<file path="src/rtl/fir_fmt_pkg.sv">
// Shared number-format definitions for the FIR datapath.
//   - FP29i layout: {s[29], e[28:22], m[21:0]}, 7-bit biased exponent,
//     22-bit unnormalized mantissa with no hidden bit.
//   - FP16 (IEEE half) field widths and special encodings.
//   - Default FP29i exponent bias and binary-point position. These are
//     shared with the FPALU wrapper so both ends agree on the format.
package fir_fmt_pkg;

    // FP29i field positions
    localparam int FP29_W    = 30;
    localparam int FP29_S    = 29;
    localparam int FP29_E_HI = 28;
    localparam int FP29_E_LO = 22;
    localparam int FP29_E_W  = 7;
    localparam int FP29_M_HI = 21;
    localparam int FP29_M_W  = 22;

    // FP16 fields and special values
    localparam int FP16_W    = 16;
    localparam int FP16_E_W  = 5;
    localparam int FP16_F_W  = 10;
    localparam int FP16_BIAS = 15;
    localparam logic [15:0] FP16_INF  = 16'h7C00;
    localparam logic [15:0] FP16_MAXF = 16'h7BFF;

    // FP29i defaults (value = m / 2^IN_FRAC_BITS * 2^(e - IN_EXP_BIAS))
    localparam int DEF_IN_EXP_BIAS  = 63;
    localparam int DEF_IN_FRAC_BITS = 20;

endpackage

</file>
<file path="src/rtl/fp_lzc22.sv">
// Combinational leading-zero counter for a 22-bit mantissa.
// Ports:
//   m  : 22-bit input word
//   lz : number of leading zeros above the most significant one (0..21),
//        or 22 when m is zero
module fp_lzc22
    import fir_fmt_pkg::*;
(
    input  logic [FP29_M_W-1:0] m,
    output logic [4:0]          lz
);

    // Scan from LSB upward so the highest set bit wins.
    always_comb begin
        lz = 5'd22;
        for (int i = 0; i < FP29_M_W; i++) begin
            if (m[i]) begin
                lz = 5'(FP29_M_W - 1 - i);
            end
        end
    end

endmodule

</file>
<file path="src/rtl/fp29i_to_fp16_out.sv">
// FIR output stage: converts the final FP29i result from the FPALU into
// IEEE FP16 with round-to-nearest-even, overflow saturation (to Inf or to
// max finite, selected by OUT_SAT) and flush-to-zero for results too small
// for a normal FP16. Three-stage pipeline, one sample per cycle.
//
// Interface semantics: there is no ready/backpressure. in_valid is a
// one-cycle strobe qualifying in_fp29i; a sample strobed at edge N appears
// on dout with a one-cycle valid pulse after edge N+3. dout, ovf and unf
// hold their value until the next valid pulse. flush kills every sample in
// flight (including one strobed in the same cycle) without touching dout.
//
// Ports:
//   clk2     : clock, all state on posedge
//   rst_n    : asynchronous active-low reset
//   in_valid : input strobe
//   in_fp29i : {s, e[6:0], m[21:0]} FP29i value
//   flush    : synchronous pipeline kill
//   dout     : FP16 result (held)
//   valid    : one-cycle pulse when dout updates
//   ovf      : overflow flag for current dout (held)
//   unf      : underflow / flush-to-zero flag for current dout (held)
module fp29i_to_fp16_out
    import fir_fmt_pkg::*;
#(
    parameter int IN_EXP_BIAS  = DEF_IN_EXP_BIAS,
    parameter int IN_FRAC_BITS = DEF_IN_FRAC_BITS,
    parameter int OUT_SAT      = 0
) (
    input  logic              clk2,
    input  logic              rst_n,
    input  logic              in_valid,
    input  logic [FP29_W-1:0] in_fp29i,
    input  logic              flush,
    output logic [FP16_W-1:0] dout,
    output logic              valid,
    output logic              ovf,
    output logic              unf
);

    // Exponent offset folding the input bias, FP16 bias and the shift that
    // places the leading one at mantissa bit 21 before the lz correction.
    localparam int EXP_OFF_I = FP16_BIAS + (FP29_M_W - 1) - IN_FRAC_BITS - IN_EXP_BIAS;
    localparam logic signed [9:0] EXP_OFF = EXP_OFF_I[9:0];
    localparam logic [14:0] OVF_MAG = (OUT_SAT != 0) ? FP16_MAXF[14:0] : FP16_INF[14:0];

    // ------------------------------------------------------------------
    // S1: capture fields, leading-zero count, unrounded exponent
    // ------------------------------------------------------------------
    logic                s_in;
    logic [FP29_E_W-1:0] e_in;
    logic [FP29_M_W-1:0] m_in;
    logic [4:0]          lz_in;
    logic signed [9:0]   exp_in;

    assign s_in = in_fp29i[FP29_S];
    assign e_in = in_fp29i[FP29_E_HI:FP29_E_LO];
    assign m_in = in_fp29i[FP29_M_HI:0];

    fp_lzc22 u_lzc (
        .m  (m_in),
        .lz (lz_in)
    );

    assign exp_in = $signed({3'b000, e_in}) - $signed({5'b00000, lz_in}) + EXP_OFF;

    logic                s1_v;
    logic                s1_s;
    logic signed [9:0]   s1_exp;
    logic [FP29_M_W-1:0] s1_m;
    logic [4:0]          s1_lz;
    logic                s1_zero;

    always_ff @(posedge clk2 or negedge rst_n) begin
        if (!rst_n) begin
            s1_v    <= 1'b0;
            s1_s    <= 1'b0;
            s1_exp  <= '0;
            s1_m    <= '0;
            s1_lz   <= '0;
            s1_zero <= 1'b0;
        end else begin
            s1_v <= in_valid & ~flush;
            if (in_valid) begin
                s1_s    <= s_in;
                s1_exp  <= exp_in;
                s1_m    <= m_in;
                s1_lz   <= lz_in;
                s1_zero <= (m_in == '0);
            end
        end
    end

    // ------------------------------------------------------------------
    // S2: normalize so the leading one sits at bit 21, then RNE round
    // ------------------------------------------------------------------
    logic [FP29_M_W-1:0] norm;
    logic [9:0]          frac_t;
    logic                guard;
    logic                sticky;
    logic                rnd_up;
    logic                carry;
    logic [9:0]          frac_r;
    logic signed [9:0]   exp_r;

    assign norm   = s1_m << s1_lz;
    assign frac_t = norm[20:11];
    assign guard  = norm[10];
    assign sticky = |norm[9:0];
    assign rnd_up = guard & (sticky | frac_t[0]);
    // A carry out of the fraction wraps it to zero and bumps the exponent.
    assign {carry, frac_r} = {1'b0, frac_t} + {10'b0, rnd_up};
    assign exp_r  = s1_exp + $signed({9'b0, carry});

    logic              s2_v;
    logic              s2_s;
    logic signed [9:0] s2_exp;
    logic [9:0]        s2_frac;
    logic              s2_zero;

    always_ff @(posedge clk2 or negedge rst_n) begin
        if (!rst_n) begin
            s2_v    <= 1'b0;
            s2_s    <= 1'b0;
            s2_exp  <= '0;
            s2_frac <= '0;
            s2_zero <= 1'b0;
        end else begin
            s2_v <= s1_v & ~flush;
            if (s1_v) begin
                s2_s    <= s1_s;
                s2_exp  <= exp_r;
                s2_frac <= frac_r;
                s2_zero <= s1_zero;
            end
        end
    end

    // ------------------------------------------------------------------
    // S3: pack and classify (zero > overflow > underflow > normal)
    // ------------------------------------------------------------------
    logic [FP16_W-1:0] pk_dout;
    logic              pk_ovf;
    logic              pk_unf;

    always_comb begin
        pk_dout = {s2_s, 15'b0};
        pk_ovf  = 1'b0;
        pk_unf  = 1'b0;
        if (s2_zero) begin
            pk_dout = {s2_s, 15'b0};
        end else if (s2_exp >= 10'sd31) begin
            pk_ovf  = 1'b1;
            pk_dout = {s2_s, OVF_MAG};
        end else if (s2_exp <= 10'sd0) begin
            // No subnormal outputs: anything below the normal range flushes.
            pk_unf  = 1'b1;
            pk_dout = {s2_s, 15'b0};
        end else begin
            pk_dout = {s2_s, s2_exp[4:0], s2_frac};
        end
    end

    logic              s3_v;
    logic [FP16_W-1:0] s3_dout;
    logic              s3_ovf;
    logic              s3_unf;

    always_ff @(posedge clk2 or negedge rst_n) begin
        if (!rst_n) begin
            s3_v    <= 1'b0;
            s3_dout <= '0;
            s3_ovf  <= 1'b0;
            s3_unf  <= 1'b0;
        end else begin
            s3_v <= s2_v & ~flush;
            if (s2_v) begin
                s3_dout <= pk_dout;
                s3_ovf  <= pk_ovf;
                s3_unf  <= pk_unf;
            end
        end
    end

    // ------------------------------------------------------------------
    // Output registers: loaded only by a valid S3, held otherwise
    // ------------------------------------------------------------------
    always_ff @(posedge clk2 or negedge rst_n) begin
        if (!rst_n) begin
            dout  <= '0;
            valid <= 1'b0;
            ovf   <= 1'b0;
            unf   <= 1'b0;
        end else begin
            valid <= s3_v;
            if (s3_v) begin
                dout <= s3_dout;
                ovf  <= s3_ovf;
                unf  <= s3_unf;
            end
        end
    end

endmodule
</file>
<file path="config.mk">
export PLATFORM = sky130hd
export DESIGN_NAME = fp29i_to_fp16_out
export DESIGN_NICKNAME = d
export VERILOG_FILES = /design/src/rtl/fir_fmt_pkg.sv /design/src/rtl/fp_lzc22.sv /design/src/rtl/fp29i_to_fp16_out.sv
export SDC_FILE = /design/constraint.sdc
export NUM_CORES = 1
export LEC_CHECK = 0
export ABC_AREA = 1
export CAP_MARGIN = 20
export CORE_ASPECT_RATIO = 1.75
export CORE_UTILIZATION = 50
export DETAILED_ROUTE_END_ITERATION = 6
export PLACE_DENSITY = 0.73
export SKIP_CTS_REPAIR_TIMING = 1
export SYNTH_ARGS = -nofsm -noshare
export SYNTH_HDL_FRONTEND = slang
export SYNTH_SLANG_ARGS = --single-unit
export TNS_END_PERCENT = 5
</file>
<file path="constraint.sdc">
create_clock -name clk2 -period 3.4 [get_ports clk2]
set_input_delay 0.68 -clock clk2 [delete_from_list [all_inputs] [get_ports clk2]]
set_output_delay 0.68 -clock clk2 [all_outputs]
set_load 0.03 [all_outputs]
</file>
# Word level (Yosys, flattened, before mapping)
# Index checks and enable logic that the tools add are counted.
# totals
regBits,101
latchBits,0
ram_bits,0
mem_bits_ro,0
inputBits,34
out_inout_bits,19
word_cells,64
mem_count,0
# op_classes
n_addsub,4
multipliers,0
div_mod_pow,0
n_lt_le_gt_ge,2
eq_ne,0
shifts,1
mux,30
n_bitwise,6
n_reduce_logical,2
# op_table
op,n
$mux W5,16
$mux W15,3
$logic_not A22 Y1,1
$shl A22 B5 Y21,1
$mux W3,4
$add A10 B1 Y11,1
$add A10 B2 Y10,1
$ge A10 B6 Y1 const B,1
$le A10 B1 Y1 const B,1
$reduce_or A10 Y1,1
$add A8 B7 Y9 const B,1
$sub A7 B5 Y8,1
$mux W1,5
$and A1 B1 Y1,4
$mux W2,2
$not A1 Y1,1
$or A1 B1 Y1,1

# Depth between registers and ports, before layout
# logic_depth
ltp_word,24
mapped_depth,33
mapped_depth_nobuf,33

# Hierarchy
# From an unflattened synthesis, not the netlist that was laid out.
# unflattened
hier_cells,747
hier_area_um2,5652.9
# modules_own_cells
mod,instances,cells_per_inst,area_per_inst_um2
fp29i_to_fp16_out,1,682,5365.1
fp_lzc22,1,65,287.8

# Least setup slack after synthesis
# OpenSTA, ideal clock, no wires.
# synth_timing
kind,register to register
startpoint,register s1_lz[0]
endpoint,register s2_exp[8]
t_arrival_ps,3373
required_time_ps,3317
slack_ps,-55
path_stages_with_launch,28
synth_period_minus_slack_ps,3455
cell_sequence,dfrtp_1 -> buf_6 -> o21ai_2 -> inv_2 -> nand2_2 -> o21ai_2 -> or2_4 -> a21oi_2 -> o21ai_2 -> nor2_4 -> ha_1 -> inv_1 -> nor3_2 -> inv_1 -> nor2_1 -> nand3_1 -> nor3_1 -> ha_1 -> ha_1 -> nand2_1 -> nor2_1 -> inv_1 -> nor2_1 -> inv_1 -> nor3_1 -> nand2_1 -> xor2_1 -> o21ai_0
# synth_via
elab_chain_cells,6
# synth_lines
item,line_no,source
from (decl),fp29i_to_fp16_out.sv:70,logic [4:0] s1_lz;
from (signal assigned),fp29i_to_fp16_out.sv:87,s1_lz <= lz_in;
$shl A22 B5 Y21 *,fp29i_to_fp16_out.sv:105,assign norm = s1_m << s1_lz;
$reduce_or A10 Y1,fp29i_to_fp16_out.sv:108,assign sticky = |norm[9:0];
$or A1 B1 Y1,fp29i_to_fp16_out.sv:109,assign rnd_up = guard & (sticky | frac_t[0]);
$and A1 B1 Y1,fp29i_to_fp16_out.sv:109,
$add A10 B1 Y11 *,fp29i_to_fp16_out.sv:111,"assign {carry, frac_r} = {1'b0, frac_t} + {10'b0, rnd_up};"
$add A10 B2 Y10 *,fp29i_to_fp16_out.sv:112,"assign exp_r = s1_exp + $signed({9'b0, carry});"
to (signal assigned),fp29i_to_fp16_out.sv:131,s2_exp <= exp_r;
to (decl),fp29i_to_fp16_out.sv:116,logic signed [9:0] s2_exp;
# Mark *: on every way between the ends. The rest lies on a longest branch, timed or not.
# A chain may end at the register's enable or synchronous reset.

# Final worst setup path
# Same ends and word-level chain as after synthesis.

==> results_dict.tcl <==
set metrics [dict create \
    result_of_the_run "finished, violations left" \
    violated_checks "negative setup slack" \
    period_needed_ns 3.90 \
    fraction_of_final_layout_cells_sized_beyond_drive_strength_1_pct 26.0 \
    drt-initial-drc-count 205 \
    design.portCount 53 \
    synth-main-ff-cell "dfrtp_1" \
    p_switching_w 0.00123 \
    arrival_ns 4.12 \
    max_stage_delay_ns 0.49 \
    portBuffers 52 \
    p_int_w 0.00254 \
    synth-seq-area-share_pct 45.3 \
    cts.clk_slew.worst_paths_ns 0.07 \
    synth_enable_flop_cells 0 \
    cp_common_cell "inv_2" \
    clock_latency_reported_for_the_late_side_of_the_worst_skew_pair_ns 0.35 \
    dp_hpwl_um 9990 \
    grt_pass1_vias 4919 \
    die-area_sq_um 11400 \
    setup.worst_path.end_class "flop" \
    synth.net_count 732 \
    multiplexer_area_fraction_after_synthesis_pct 4.63 \
    num_antenna_cells 0 \
    grt_antenna_before_repair 0 \
    clock-sinks 99 \
    dieWidth_um 81.0 \
    synth_area_sq_um 5460 \
    final_nets 886 \
    worst-slew-pin-transition_ns 0.972 \
    synth-compound-area-share_pct 15.9 \
    vias 5136 \
    root_buffer "clkbuf_16" \
    clockPowerShare_pct 28.0 \
    dieHeight_um 140 \
    synth_warnings 0 \
    start_kind "flop" \
    cts-buffers-inserted 9 \
    fin_setup_tns_ns -3.22 \
    timing.critical_path.required_ns 3.62 \
    area_inside_the_core_boundary_sq_um 10600 \
    yosys.area_share.xor_xnor_pct 1.92 \
    grt-ovfl-total 0 \
    power.share.switching_pct 32.6 \
    cts_tree "built" \
    slowest_stage "dfrtp_2" \
    power.static_leakage_nw 3.70 \
    synth_cell_types 46 \
    layout_worst_path_cycle_share_pct 115 \
    std_cell_rows 50 \
    ant_nets 0 \
    synth_top_area_cell "dfrtp_1" \
    maxSlewHeadroom_pct 35.2 \
    synth_to_final_area_change_pct 37.4 \
    finalSetupViolations 11 \
    hold_viol 0 \
    routed_wl_um 13700 \
    final.setup.worst_slack_ns -0.495 \
    synth.top_cell.area_share_pct 45.3 \
    combinational_power_share_pct 31.9 \
    worst_setup_path_startpoint "s1_lz[0]$_DFFE_PN0P_" \
    drt_drc_violations_left 0 \
    syn_inst 688 \
    grt_max_degree 73 \
    routedWlPerCell_um 14.0 \
    dominant_combinational_cell_family_by_area_after_synthesis "simple AND/OR/NAND/NOR gates" \
    fillers 850 \
    grt_pass1_wl_um 21100 \
    synth-simple-area-share_pct 21.9 \
    p_total_w 0.00377 \
    grt_overall_usage_pct 24.0 \
    synthArstFlopShare_pct 100 \
    firstDrtPassIters 4 \
    post-synth-top-count-cell "nand2_1" \
    drv_cap 0 \
    ys_top_cells_by_area "dfrtp_1, nand2_1, o21ai_0" \
    fmax_ghz 0.257 \
    post_synth.cell_area_avg_sq_um 7.94 \
    ys_seq_elements 99 \
    synth_commonest_cells "nand2_1, dfrtp_1, inv_1" \
    routed_via_density 5.26 \
    grt_setup_unrepaired "yes" \
    ir_worst_vdd_mv 0.416 \
    slew_violations 0 \
    crit_type "reg2reg" \
    worstReg2RegStart "s1_lz[0]$_DFFE_PN0P_" \
    floorplan.initialDensity_pct 51.4 \
    critical_path.max_fanout 7 \
    post_synth_fa_ha_maj_area_fraction_pct 2.43 \
    max-clock-path-buffers 2 \
    pwr_density_cell_nw_per_um2 501 \
    power.share.sequential_pct 40.1 \
    htreeDepth 3 \
    finalWeightedCongestion 0.936 \
    worstHoldPathType "in2async" \
    skew_ns 0.00641 \
]
[routing by layer]
metal / GRT usage (%) / routed length (um) / up-vias
li1: - / - / 2560
met1: 24.0 / 4790 / 2426
met2: 46.9 / 8070 / 116
met3: 2.74 / 340 / 34
met4: 10.6 / 496 / 0
met5: 0 / 0 / -
[state kept, by name, summed over array words and instances, names as in the netlist, 5 cells and up]
| register | count |
|---|---|
| s1_m | 21 |
| s3_dout | 16 |
| s1_lz | 5 |
| s2_frac | 10 |
| dout | 16 |
| s1_exp | 9 |
| s2_exp | 10 |
[power groups by stage]
stage / Sequential (W) / Clock (W) / Combinational [W]
after global routing: 0.00154 / 0.00111 / 0.00132
after detailed placement: 0.00153 / 0 / 0.00110
after CTS: 0.00151 / 0.00106 / 0.00111
after floorplan: 0.00162 / 0 / 0.000511
final: 0.00151 / 0.00105 / 0.00120
after global placement: 0.00151 / 0 / 0.00107
[worst paths after layout]
kind / slack (ns) / cells after the start / endpoint
worst max register to register: -0.50 / 27 / s2_exp[8]$_DFFE_PN0P_
worst min register to register: 0.48 / 2 / s3_dout[15]$_DFFE_PN0P_
max in group asynchronous: 2.26 / 2 / s1_lz[0]$_DFFE_PN0P_
worst min-delay path: 0.45 / 1 / dout[0]$_DFFE_PN0P_
min in group clk2: 0.48 / 2 / s3_dout[15]$_DFFE_PN0P_
worst max-delay path: -0.50 / 27 / s2_exp[8]$_DFFE_PN0P_
[area by class of cell]
| type | instances | area [sq um] | area share, % |
|---|---|---|---|
| clock inverters | 7 | 85.1 | 1.13 |
| flip-flops and latches | 99 | 2480 | 33.0 |
| multi-input cells | 484 | 2760 | 36.7 |
| inverters | 75 | 282 | 3.75 |
| well taps | 130 | 163 | 2.17 |
| repair buffers | 173 | 1520 | 20.2 |
| clock buffers | 9 | 225 | 3.00 |
[placed cells by master, fill, tap and decap left out, drive strengths merged]
cell type and n:
nor4 1, a22oi 1, o22ai 2, o21ai 103, bufinv 1, a32o 8
nand2 203, inv 77, xor2 6, nor2 49, dfrtp 99, and2 1
a211o 1, nand3 22, clkinvlp 1, nand3b 1, fa 1, clkinv 3
o21a 1, mux2i 5, o31ai 3, a311oi 1, o211ai 10, buf 120
or2 6, nor3 8, ha 9, a21oi 10, or4 1, clkdlybuf4s50 44
xnor2 6, mux2 18, clkbuf 11, dlymetal6s2s 7, o311ai 2, o21bai 2
a31oi 3
[kinds of logic after synthesis]
group                      Yosys count
adders and majority gates           10
muxes                               23
and+or+nand+nor                    292
AOI/OAI and AO/OA                  147
DFF                                 99
xor gates and xnor gates            12
buffers and inverters              105
[worst max-delay path, delay by kind of cell (launching register included)]
kind / cells / cell delay (ns)
AND/OR/NAND/NOR: 12 / 1.56
adder cells (fa/ha/maj): 3 / 0.54
buffers and inverters: 6 / 0.50
AO/OA/AOI/OAI: 5 / 0.50
flip-flops: 1 / 0.49
XOR/XNOR: 1 / 0.16
[stage by stage]
step,hold slack [ns],cell area [sq um],worst slack (ns),utilization (%),cells
3_3_place_gp,0.450,6810,-0.779,64.0,942
2_1_floorplan,0.352,5470,0.00124,-,688
4_1_cts,0.483,7120,-0.526,66.9,958
6_report,0.446,7510,-0.495,70.6,977
3_5_place_dp,0.465,6810,-0.879,64.0,942
5_1_grt,0.502,7510,-0.745,70.6,977
Power figures use the tool's default switching activity.
